$ cat config.mk
export PLATFORM = sky130hd
export DESIGN_NAME = pulse_width_capture
export DESIGN_NICKNAME = d
export VERILOG_FILES = /design/src/rtl/pulse_width_capture.sv
export SDC_FILE = /design/constraint.sdc
export NUM_CORES = 1
export LEC_CHECK = 0
export CAP_MARGIN = 30
export CORE_MARGIN = 1.5
export CORE_UTILIZATION = 24
export DETAILED_ROUTE_END_ITERATION = 8
export PLACE_DENSITY = 0.48
export SYNTH_ARGS = -nofsm -noshare
export SYNTH_HDL_FRONTEND = slang
export SYNTH_SLANG_ARGS = --single-unit
$ cat constraint.sdc
create_clock -name clk -period 2.1 [get_ports clk]
set_clock_uncertainty 0.1 [all_clocks]
set_input_delay 0.21 -clock clk [delete_from_list [all_inputs] [get_ports clk]]
set_output_delay 0.21 -clock clk [all_outputs]
set_load 0.05 [all_outputs]
$ cat src/rtl/pulse_width_capture.sv
// ============================================================================
// Module   : pulse_width_capture
// Brief    : Measures the length of the upstream counting phase and presents
//            each result on a one-entry valid/ready output register.
// Revision : 1.0  initial release
// ============================================================================
`default_nettype none

module pulse_width_capture #(
    parameter int CNT_WIDTH = 16
) (
    input  logic                 clk,
    input  logic                 rst,
    input  logic                 waiting,
    input  logic                 counting,
    input  logic                 data_ready,
    input  logic                 out_ready,
    input  logic                 clr_err,
    output logic                 out_valid,
    output logic [CNT_WIDTH-1:0] out_count,
    output logic                 out_saturated,
    output logic                 overrun_err,
    output logic                 busy
);

    typedef enum logic [1:0] {
        ST_IDLE     = 2'd0,
        ST_ARMED    = 2'd1,
        ST_MEAS     = 2'd2,
        ST_CAPTURED = 2'd3
    } state_t;

    localparam logic [CNT_WIDTH-1:0] C_CNT_MAX = '1;
    localparam logic [CNT_WIDTH-1:0] C_CNT_ONE = CNT_WIDTH'(1);

    state_t                 state_q, state_d;
    logic [CNT_WIDTH-1:0]   cnt_q, cnt_d;
    logic                   sat_q, sat_d;
    logic                   out_valid_q, out_valid_d;
    logic [CNT_WIDTH-1:0]   out_count_q, out_count_d;
    logic                   out_saturated_q, out_saturated_d;
    logic                   overrun_q, overrun_d;
    logic                   w_capture;
    logic                   w_accept;

    always_comb begin
        state_d         = state_q;
        cnt_d           = cnt_q;
        sat_d           = sat_q;
        w_capture       = 1'b0;

        if (waiting) begin
            state_d = ST_ARMED;
            cnt_d   = '0;
            sat_d   = 1'b0;
        end else begin
            case (state_q)
                ST_ARMED: begin
                    if (counting) begin
                        state_d = ST_MEAS;
                        cnt_d   = C_CNT_ONE;
                        sat_d   = (C_CNT_ONE == C_CNT_MAX);
                    end
                end
                ST_MEAS: begin
                    if (counting) begin
                        // Saturating increment: never wraps past all-ones.
                        cnt_d = (cnt_q == C_CNT_MAX) ? C_CNT_MAX : cnt_q + C_CNT_ONE;
                        sat_d = (cnt_d == C_CNT_MAX);
                    end else if (data_ready) begin
                        w_capture = 1'b1;
                        state_d   = ST_CAPTURED;
                    end
                end
                default: begin
                    state_d = state_q;
                end
            endcase
        end
    end

    // A capture may land in the same cycle the consumer pops the old result.
    assign w_accept = w_capture && (!out_valid_q || out_ready);

    always_comb begin
        out_valid_d     = out_valid_q;
        out_count_d     = out_count_q;
        out_saturated_d = out_saturated_q;
        overrun_d       = overrun_q && !clr_err;

        if (w_accept) begin
            out_valid_d     = 1'b1;
            out_count_d     = cnt_q;
            out_saturated_d = sat_q;
        end else if (out_valid_q && out_ready) begin
            out_valid_d = 1'b0;
        end

        if (w_capture && !w_accept) begin
            overrun_d = 1'b1;
        end
    end

    always_ff @(posedge clk or posedge rst) begin
        if (rst) begin
            state_q         <= ST_IDLE;
            cnt_q           <= '0;
            sat_q           <= 1'b0;
            out_valid_q     <= 1'b0;
            out_count_q     <= '0;
            out_saturated_q <= 1'b0;
            overrun_q       <= 1'b0;
        end else begin
            state_q         <= state_d;
            cnt_q           <= cnt_d;
            sat_q           <= sat_d;
            out_valid_q     <= out_valid_d;
            out_count_q     <= out_count_d;
            out_saturated_q <= out_saturated_d;
            overrun_q       <= overrun_d;
        end
    end

    assign out_valid     = out_valid_q;
    assign out_count     = out_count_q;
    assign out_saturated = out_saturated_q;
    assign overrun_err   = overrun_q;
    assign busy          = (state_q == ST_ARMED) || (state_q == ST_MEAS);

endmodule

`default_nettype wire
==> results_dict.tcl, run 1 <==
set metrics [dict create \
    status "complete, no violations" \
    critPathLaunchType "flop" \
    avgSynthCellArea_um2 9.54 \
    p_total_mw 1.41 \
    cts.sinks 38 \
    seq_area_frac_synth_pct 48.1 \
    n_antenna_cell 0 \
    drc 0 \
    crit_required_ns 2.17 \
    rsz0062_at_grt "false" \
    antenna_found_initial 0 \
    critPathCapture "sat_q$_DFFE_PP0P_" \
    synth_area_um2 1980 \
    fin_tns_setup_ns 0 \
    r2r_start "cnt_q[1]$_DFFE_PP0P_" \
    drtPass1Iterations 4 \
    worstSkewPairLatency_ns 0.30 \
    place_congestion 0.882 \
    holdWs_ns 0.237 \
    critPathMaxStageDelay_ns 0.41 \
    power_density_nw_per_um2 554 \
    drive_above_1_share_pct 19.9 \
    ctsHoldBuffers 0 \
    crit_path_end_kind "flop" \
    drt_iter0_markers 75 \
    use_met1_pct 17.8 \
    combPwrFrac_pct 10.1 \
    hpwlAfterDp_um 3270 \
    rows 32 \
    clockBufferDepth 2 \
    grt_use_total_pct 11.9 \
    slowest_stage "dfrtp_1" \
    start_util_pct 25.2 \
    cp-startpoint "cnt_q[1]$_DFFE_PP0P_" \
    synth-edff-count 0 \
    syn_inst 207 \
    dieHeight_um 93.7 \
    slew_headroom_pct 66.2 \
    p_sw_share_pct 25.0 \
    drtAntennaViolNets 0 \
    vias 1652 \
    design.core.area_um2 7850 \
    cp_data_arrival_time_ns 2.00 \
    synthArstFlopShare_pct 100 \
    yosysUniqueCellTypes 43 \
    routed_via_density 4.75 \
    crit_family "simple AND/OR/NAND/NOR gates" \
    max_cap_violations 0 \
    syn-num-nets 217 \
    grt_pass1_vias 1625 \
    dieWidth_um 93.7 \
    layout_worst_path_cycle_share_pct 91.8 \
    grt_pass1_wl_um 8080 \
    dieArea_um2 8790 \
    drt-total-wl_um 4760 \
    overflow 0 \
    nets 255 \
    grt_use_met3_pct 2.43 \
    portBuffers 26 \
    htreeDepth 2 \
    dp_cells 338 \
    area_growth_pct 29.3 \
    min-delay-path-class "in2async" \
    r2r_cells 6 \
    pwr-share-seq_pct 52.8 \
    use_met2_pct 16.6 \
    io_pins 27 \
    hold_viol 0 \
    path_buf_inv 0 \
    cp_max_fo 5 \
    worstSetupPathType "reg2reg" \
    numCtsBuffers 5 \
    ys.flop_type "dfrtp_1" \
    p_int_mw 1.06 \
    setup_viol 0 \
    r2r-end "sat_q$_DFFE_PP0P_" \
    power.switching_mw 0.354 \
    slew_violations 0 \
    busiest_layer "met1" \
    wl_per_cell_um 13.7 \
    fin_cells 348 \
    synth_seq_cells 38 \
    reg2reg_slack_ns 0.17 \
    path_cells "ha_2, nand3_2, nor3_2, mux2_1, a32oi_1, nor3_1" \
    clkTransAtPathRegs_ns 0.08 \
    ys_warn_count 0 \
    p_leak_nw 1.08 \
    worstMarginPinSlew_ns 0.506 \
    final.min_clock_period_ns 1.93 \
    vdd_drop_max_uv 259 \
    grt_max_degree 39 \
    cts_tree "done" \
    clockRootBuffer "clkbuf_8" \
    crit_cells 6 \
    fmax_mhz 518 \
    clkPwrFrac_pct 37.2 \
]
worst reg2reg max path: cells and delay by family, from the launching register on:
kind / cells / cell delay [ns]
compound gates: 1 / 0.20
fa+ha+maj: 1 / 0.26
flops: 1 / 0.41
mux: 1 / 0.35
simple gates: 3 / 0.49
registers in the layout, indices dropped and copies added, names as in the netlist:
signal / count
sat_q: 1
overrun_err: 1
cnt_q: 16
out_valid: 1
out_saturated: 1
out_count: 16
state_q: 2
metrics by stage:
| stage | setup slack [ns] | area (µm²) | utilization [%] |
|---|---|---|---|
| after floorplan | 0.237 | 1980 | - |
| after global placement | 0.119 | 2420 | 30.9 |
| after detailed placement | 0.0583 | 2420 | 30.9 |
| after CTS | 0.0436 | 2520 | 32.1 |
| after global routing | 0.00353 | 2550 | 32.5 |
| final | 0.171 | 2550 | 32.5 |
placed cells by master (no fill, tap or decap), types with 3 or more instances in the layout:
cell type,count
mux2_2,13
nand2_1,25
buf_4,16
a31oi_1,10
xnor2_1,3
a21oi_1,8
clkdlybuf4s50_1,25
inv_1,10
o21ai_1,12
dfrtp_1,38
nand4_1,4
o21ai_0,18
nor3_1,6
clkbuf_8,6
nor2_1,10
cell usage after synthesis (2+ instances only):
library cell | number | area share, %
a31oi_1 | 10 | 3.2
nand3_2 | 2 | 1.0
nor3_1 | 7 | 1.8
o31ai_1 | 2 | 0.76
ha_1 | 3 | 1.9
a21oi_1 | 8 | 2.0
xnor2_1 | 3 | 1.3
o21ai_0 | 18 | 4.6
nand2_1 | 25 | 4.7
o21ai_1 | 12 | 3.0
nand4_1 | 4 | 1.3
mux2_2 | 13 | 7.4
nand3b_1 | 2 | 0.76
nor2_1 | 11 | 2.1
buf_2 | 4 | 1.0
dfrtp_1 | 38 | 48
or2_2 | 2 | 0.63
nand3_1 | 2 | 0.51
clkbuf_1 | 6 | 1.1
inv_1 | 10 | 1.9
and3_1 | 2 | 0.63
nand2b_1 | 2 | 0.63
cells by family (layout without fill, tap and decap cells):
logic type | Yosys count | in the layout | share of synthesized area (%)
compound gates | 60 | 60 | 18.0
flops | 38 | 38 | 48.1
buf+inv | 22 | 61 | 5.00
fa+ha+maj | 3 | 3 | 1.90
mux | 14 | 14 | 7.98
simple gates | 67 | 67 | 17.7
xor+xnor | 3 | 3 | 1.33
metal layers:
layer,vias to the layer above,wire [µm]
li1,821,-
met1,775,2460
met2,48,1970
met3,8,245
met4,0,79
met5,-,0
area by class of cell:
class	count	area, µm²
fillers	861	5290
flip-flops and latches	38	951
multi-input cells	147	936
repair buffers	43	410
well taps	102	128
clock buffers	7	86.3
inverters	10	37.5
clock inverters	1	5.00
power groups by stage:
stage | combinational, mW | sequential [mW] | clock (mW)
floorplan | 0.0793 | 0.770 | 0
global placement | 0.144 | 0.760 | 0
detailed placement | 0.145 | 0.760 | 0
CTS | 0.145 | 0.746 | 0.555
global route | 0.158 | 0.747 | 0.579
finish | 0.142 | 0.746 | 0.525
how the worst min path moves through the flow:
stage,start,cells after the start,end,slack (ns)
after floorplan,clr_err,1,overrun_err$_DFF_PP0_,0.20
after global routing,rst,3,cnt_q[9]$_DFFE_PP0P_,0.30
after global placement,out_count[9]$_DFFE_PP0P_,2,out_count[9]$_DFFE_PP0P_,0.37
final,rst,3,out_count[1]$_DFFE_PP0P_,0.24
after CTS,rst,3,out_count[1]$_DFFE_PP0P_,0.26
after detailed placement,out_count[7]$_DFFE_PP0P_,2,out_count[7]$_DFFE_PP0P_,0.38
timing repair:
action | CTS | global route
setup endpoints to repair | 0 | 8
gates resized for setup | 0 | 3
setup buffers | 0 | 2
Note: power is estimated with default switching activity, not from simulation.
==> inputs of run 2 (changes only) <==
clock period = 1.9 ns   (was 2.1 ns; I/O delays follow)
==> run 2 against run 1 <==
  * Critical path depth up 1
  * Sequential share of layout area shrank 0.74 points
  * Via count up 1.6%
  * Worst setup slack got worse by 0.079 ns
  * Sequential cell count unchanged
  * Die area unchanged
  * Critical endpoint unchanged
  * Count of clock-buffer cells in the layout did not move
  * Maximum frequency rose by 6.7%
==> results_dict.tcl, run 2 (synthesis results as in run 1) <==
set metrics [dict create \
    grt_pass1_vias 1612 \
    cts_tree "done" \
    io_pins 27 \
    design.core.area_um2 7850 \
    p_leak_nw 1.12 \
    seqCellArea_um2 952 \
    dieHeight_um 93.7 \
    crit_required_ns 1.96 \
    antenna_found_initial 0 \
    drive_above_1_share_pct 22.0 \
    hold_viol 0 \
    power_density_nw_per_um2 582 \
    fin_cells 356 \
    critPathMaxStageDelay_ns 0.36 \
    multi_input_area_um2 937 \
    place_congestion 0.782 \
    status "complete, no violations" \
    vias 1679 \
    dieWidth_um 93.7 \
    hpwlAfterDp_um 3510 \
    min-delay-path-class "in2async" \
    reg2reg_slack_ns 0.09 \
    clockBufferDepth 2 \
    htreeDepth 2 \
    finalWorstSetupSlack_ns 0.0926 \
    drtPass1Iterations 4 \
    r2r-end "sat_q$_DFFE_PP0P_" \
    start_util_pct 25.2 \
    drc 0 \
    fmax_mhz 553 \
    worstMarginPinSlew_ns 0.516 \
    n_antenna_cell 0 \
    path_buf_inv 1 \
    grt_max_degree 39 \
    ctsHoldBuffers 0 \
    layout_worst_path_cycle_share_pct 95.1 \
    fill_cells 846 \
    portBuffers 26 \
    wl_per_cell_um 13.5 \
    dp_cells 348 \
    worstSkewPairLatency_ns 0.29 \
    fin_tns_setup_ns 0 \
    dieArea_um2 8790 \
    setup_viol 0 \
    final.min_clock_period_ns 1.81 \
    area_growth_pct 32.0 \
    cp_max_fo 5 \
    routed_via_density 4.72 \
    r2r_cells 7 \
    crit_path_end_kind "flop" \
    drtAntennaViolNets 0 \
    mostFrequentLayoutCells "37 x dfrtp_1, 25 x nand2_1, 25 x clkdlybuf4s50_1, 25 x buf_4, 18 x o21ai_0" \
    nets 264 \
    clockRootBuffer "clkbuf_8" \
    drt_iter0_markers 71 \
    cts.sinks 38 \
    grt_pass1_wl_um 8070 \
    grt_use_total_pct 11.9 \
    worstSetupPathType "reg2reg" \
    numCtsBuffers 5 \
    overflow 0 \
    holdWs_ns 0.227 \
    path_cells "ha_1, nand3_2, buf_4, nor2_2, o21ai_0, a221oi_2, nor3_1" \
    slew_violations 0 \
    max_cap_violations 0 \
    rows 32 \
    final_common_cell "dfrtp_1" \
    r2r_start "cnt_q[0]$_DFFE_PP0P_" \
    crit_family "compound AO/OA/AOI/OAI gates" \
    pre_cts_ws_ns 0.0383 \
    clkTransAtPathRegs_ns 0.08 \
    slowest_stage "dfrtp_1" \
    vdd_drop_max_uv 385 \
    cp_data_arrival_time_ns 1.87 \
    slew_headroom_pct 65.5 \
    drt-total-wl_um 4820 \
    critPathLaunchType "flop" \
]
==> run 2: final cells by class <==
cell class,count,area share [%]
sequential,38,36.5
multi-input combinational,147,35.9
timing repair buffer,52,18.3
tap,102,4.89
clock buffer,7,2.93
inverter,10,1.44
==> run 2: worst max-delay path by stage <==
stage	endpoint	slack, ns	startpoint	cells past startpoint
floorplan	sat_q$_DFFE_PP0P_	0.04	cnt_q[0]$_DFFE_PP0P_	6
global placement	cnt_q[14]$_DFFE_PP0P_	0.04	counting	6
detailed placement	cnt_q[14]$_DFFE_PP0P_	0.04	counting	6
CTS	sat_q$_DFFE_PP0P_	0.05	cnt_q[0]$_DFFE_PP0P_	7
global route	sat_q$_DFFE_PP0P_	-0.03	cnt_q[0]$_DFFE_PP0P_	7
finish	sat_q$_DFFE_PP0P_	0.09	cnt_q[0]$_DFFE_PP0P_	7
==> run 2: per-stage QoR <==
step	utilization, %	area (µm²)	total power, mW
after global routing	33.2	2610	1.61
final	33.2	2610	1.52
after detailed placement	32.0	2510	1.02
after floorplan	-	1980	0.939
after global placement	32.0	2510	1.02
after CTS	33.0	2590	1.55
==> run 2: metal layers <==
layer,share of wire (%),global-route usage (%)
met1,50,17.6
met2,43,17.0
met3,5.5,2.67
met4,1.4,4.10
met5,0,0
==> run 2: power by group <==
part,switching [mW],total (mW),internal (mW),leakage (nW)
clock,0.267,0.520,0.253,0.0383
combinational,0.101,0.173,0.0724,0.554
sequential,0.00597,0.825,0.819,0.523
==> run 2: tightest hold or removal path, cell delays in order <==
cell             delay (ns)
clkdlybuf4s50_1        0.40
inv_1                  0.05
buf_4                  0.42
==> run 2: what timing repair did <==
item | 4_1_cts | 5_1_grt
endpoints found under the hold margin | 0 | 0
gates resized for setup | 0 | 4
endpoints found under the setup margin | 0 | 11
buffers inserted | 0 | 1
==> inputs of run 3 (changes only) <==
SETUP_SLACK_MARGIN = 0.15   (was not set)
SLEW_MARGIN = 10   (was not set)
==> run 3 against run 2 <==
  * Register-to-register slack improved by 0.03 ns
  * Utilization up 2.8 points
  * Sequential cell count unchanged
  * Global-route usage is 0.37 points higher
  * Worst setup slack better by 0.032 ns
  * Via count up 2.8%
==> results_dict.tcl, run 3 (synthesis results as in run 1) <==
set metrics [dict create \
    vdd_drop_max_uv 332 \
    fin_tns_setup_ns 0 \
    wl_per_cell_um 14.5 \
    drt-total-wl_um 5280 \
    hold_viol 0 \
    clkTransAtPathRegs_ns 0.07 \
    power_density_nw_per_um2 558 \
    rsz0062_at_grt "true" \
    area_growth_pct 43.1 \
    finalWorstSetupSlack_ns 0.125 \
    p_leak_nw 1.43 \
    cts.sinks 38 \
    slowest_stage "or3_4" \
    portBuffers 26 \
    slew_headroom_pct 66.2 \
    dieArea_um2 8790 \
    path_buf_inv 1 \
    r2r_start "cnt_q[1]$_DFFE_PP0P_" \
    overflow 0 \
    combPwrFrac_pct 11.7 \
    pwr-share-seq_pct 52.6 \
    dieWidth_um 93.7 \
    pre_cts_ws_ns 0.0623 \
    final_common_cell "dfrtp_1" \
    drt_iter0_markers 91 \
    worstSetupPathType "reg2reg" \
    place_congestion 0.895 \
    clockBufferDepth 2 \
    rows 32 \
    drive_above_1_share_pct 30.7 \
    drtPass1Iterations 4 \
    p_sw_share_pct 25.2 \
    use_met2_pct 20.0 \
    worstSkewPairLatency_ns 0.29 \
    fmax_mhz 563 \
    max_cap_violations 0 \
    fill_cells 823 \
    use_met1_pct 16.3 \
    status "complete, no violations" \
    critPathLaunchType "flop" \
    clkPwrFrac_pct 35.7 \
    design.core.area_um2 7850 \
    layout_worst_path_cycle_share_pct 93.4 \
    ctsHoldBuffers 0 \
    nets 272 \
    htreeDepth 2 \
    cts_tree "done" \
    setup_viol 0 \
    clockRootBuffer "clkbuf_8" \
    min-delay-path-class "in2async" \
    slew_violations 0 \
    drc 0 \
    grt_use_total_pct 12.3 \
    crit_required_ns 2.01 \
    io_pins 27 \
    p_int_mw 1.18 \
    grt_use_met3_pct 2.43 \
    worstMarginPinSlew_ns 0.507 \
    busiest_layer "met2" \
    grt_max_degree 39 \
    antenna_found_initial 0 \
    drtAntennaViolNets 0 \
    start_util_pct 25.2 \
    critPathMaxStageDelay_ns 0.43 \
    cp_max_fo 5 \
    final_util_pct 36.0 \
    mostFrequentLayoutCells "37 x dfrtp_1, 29 x buf_4, 24 x nand2_1, 17 x o21ai_0, 13 x mux2_2" \
    routed_via_density 4.75 \
    vias 1726 \
    power.switching_mw 0.397 \
    final.min_clock_period_ns 1.78 \
    dieHeight_um 93.7 \
    path_cells "ha_4, nand3_4, or3_4, nor2_4, buf_6, a31oi_1, o21ai_1" \
    hpwlAfterDp_um 3490 \
    grt_pass1_wl_um 8380 \
    n_antenna_cell 0 \
    crit_path_end_kind "flop" \
    numCtsBuffers 5 \
    cp-startpoint "cnt_q[1]$_DFFE_PP0P_" \
    p_total_mw 1.58 \
    cp_data_arrival_time_ns 1.89 \
    grt_pass1_vias 1706 \
    crit_family "simple AND/OR/NAND/NOR gates" \
]
-- run 3: cell types whose count changed in the layout (fill, tap and decap cells not counted), sizes merged --
cell	delta
buf	+7
clkdlybuf4s50	-18
dlygate4sd2	+8
dlymetal6s2s	+10
-- run 3: worst paths after layout --
kind | end | slack, ns | cells after the start
worst min register to register | out_count[13]$_DFFE_PP0P_ | 0.38 | 2
max in group asynchronous | cnt_q[0]$_DFFE_PP0P_ | 1.12 | 3
min in group clk | overrun_err$_DFF_PP0_ | 0.34 | 2
worst min-delay path | state_q[0]$_DFFE_PP0P_ | 0.21 | 3
worst max-delay path | cnt_q[9]$_DFFE_PP0P_ | 0.12 | 7
worst max register to register | cnt_q[9]$_DFFE_PP0P_ | 0.12 | 7
-- run 3: layout make-up --
| class | count | area (µm²) | area share, % |
|---|---|---|---|
| flip-flops and latches | 38 | 952 | 33.7 |
| clock buffers | 6 | 82.6 | 2.92 |
| repair buffers | 60 | 591 | 20.9 |
| inverters | 10 | 37.5 | 1.33 |
| well taps | 102 | 128 | 4.52 |
| multi-input cells | 147 | 1040 | 36.7 |
-- run 3: tightest hold or removal path, cell delays in order --
cell and delay, ns:
clkdlybuf4s50_1 0.40, inv_1 0.05, buf_4 0.42
-- run 3: repair_timing --
action / CTS / global route
pin swaps: 5 / 15
gates cloned: 0 / 1
buffers inserted: 3 / 3
gates resized for setup: 13 / 29
endpoints found under the setup margin: 19 / 42
-- run 3: power groups by stage --
stage / clock, mW / combinational [mW] / sequential (mW)
after floorplan: 0 / 0.0890 / 0.853
after global placement: 0 / 0.176 / 0.843
after detailed placement: 0 / 0.176 / 0.843
after CTS: 0.583 / 0.177 / 0.827
after global routing: 0.613 / 0.200 / 0.831
final: 0.563 / 0.184 / 0.829
-- run 3: routing by layer --
layer	wire length, µm	up-vias
li1	-	854
met1	2460	821
met2	2460	42
met3	267	9
met4	93	0
met5	0	-
-- run 3: metrics by stage --
step | hold slack (ns) | instance area, µm² | std cells
after global placement | 0.374 | 2560 | 350
after global routing | 0.287 | 2830 | 363
after CTS | 0.244 | 2680 | 359
after detailed placement | 0.376 | 2560 | 350
after floorplan | 0.182 | 2000 | 207
final | 0.213 | 2830 | 363
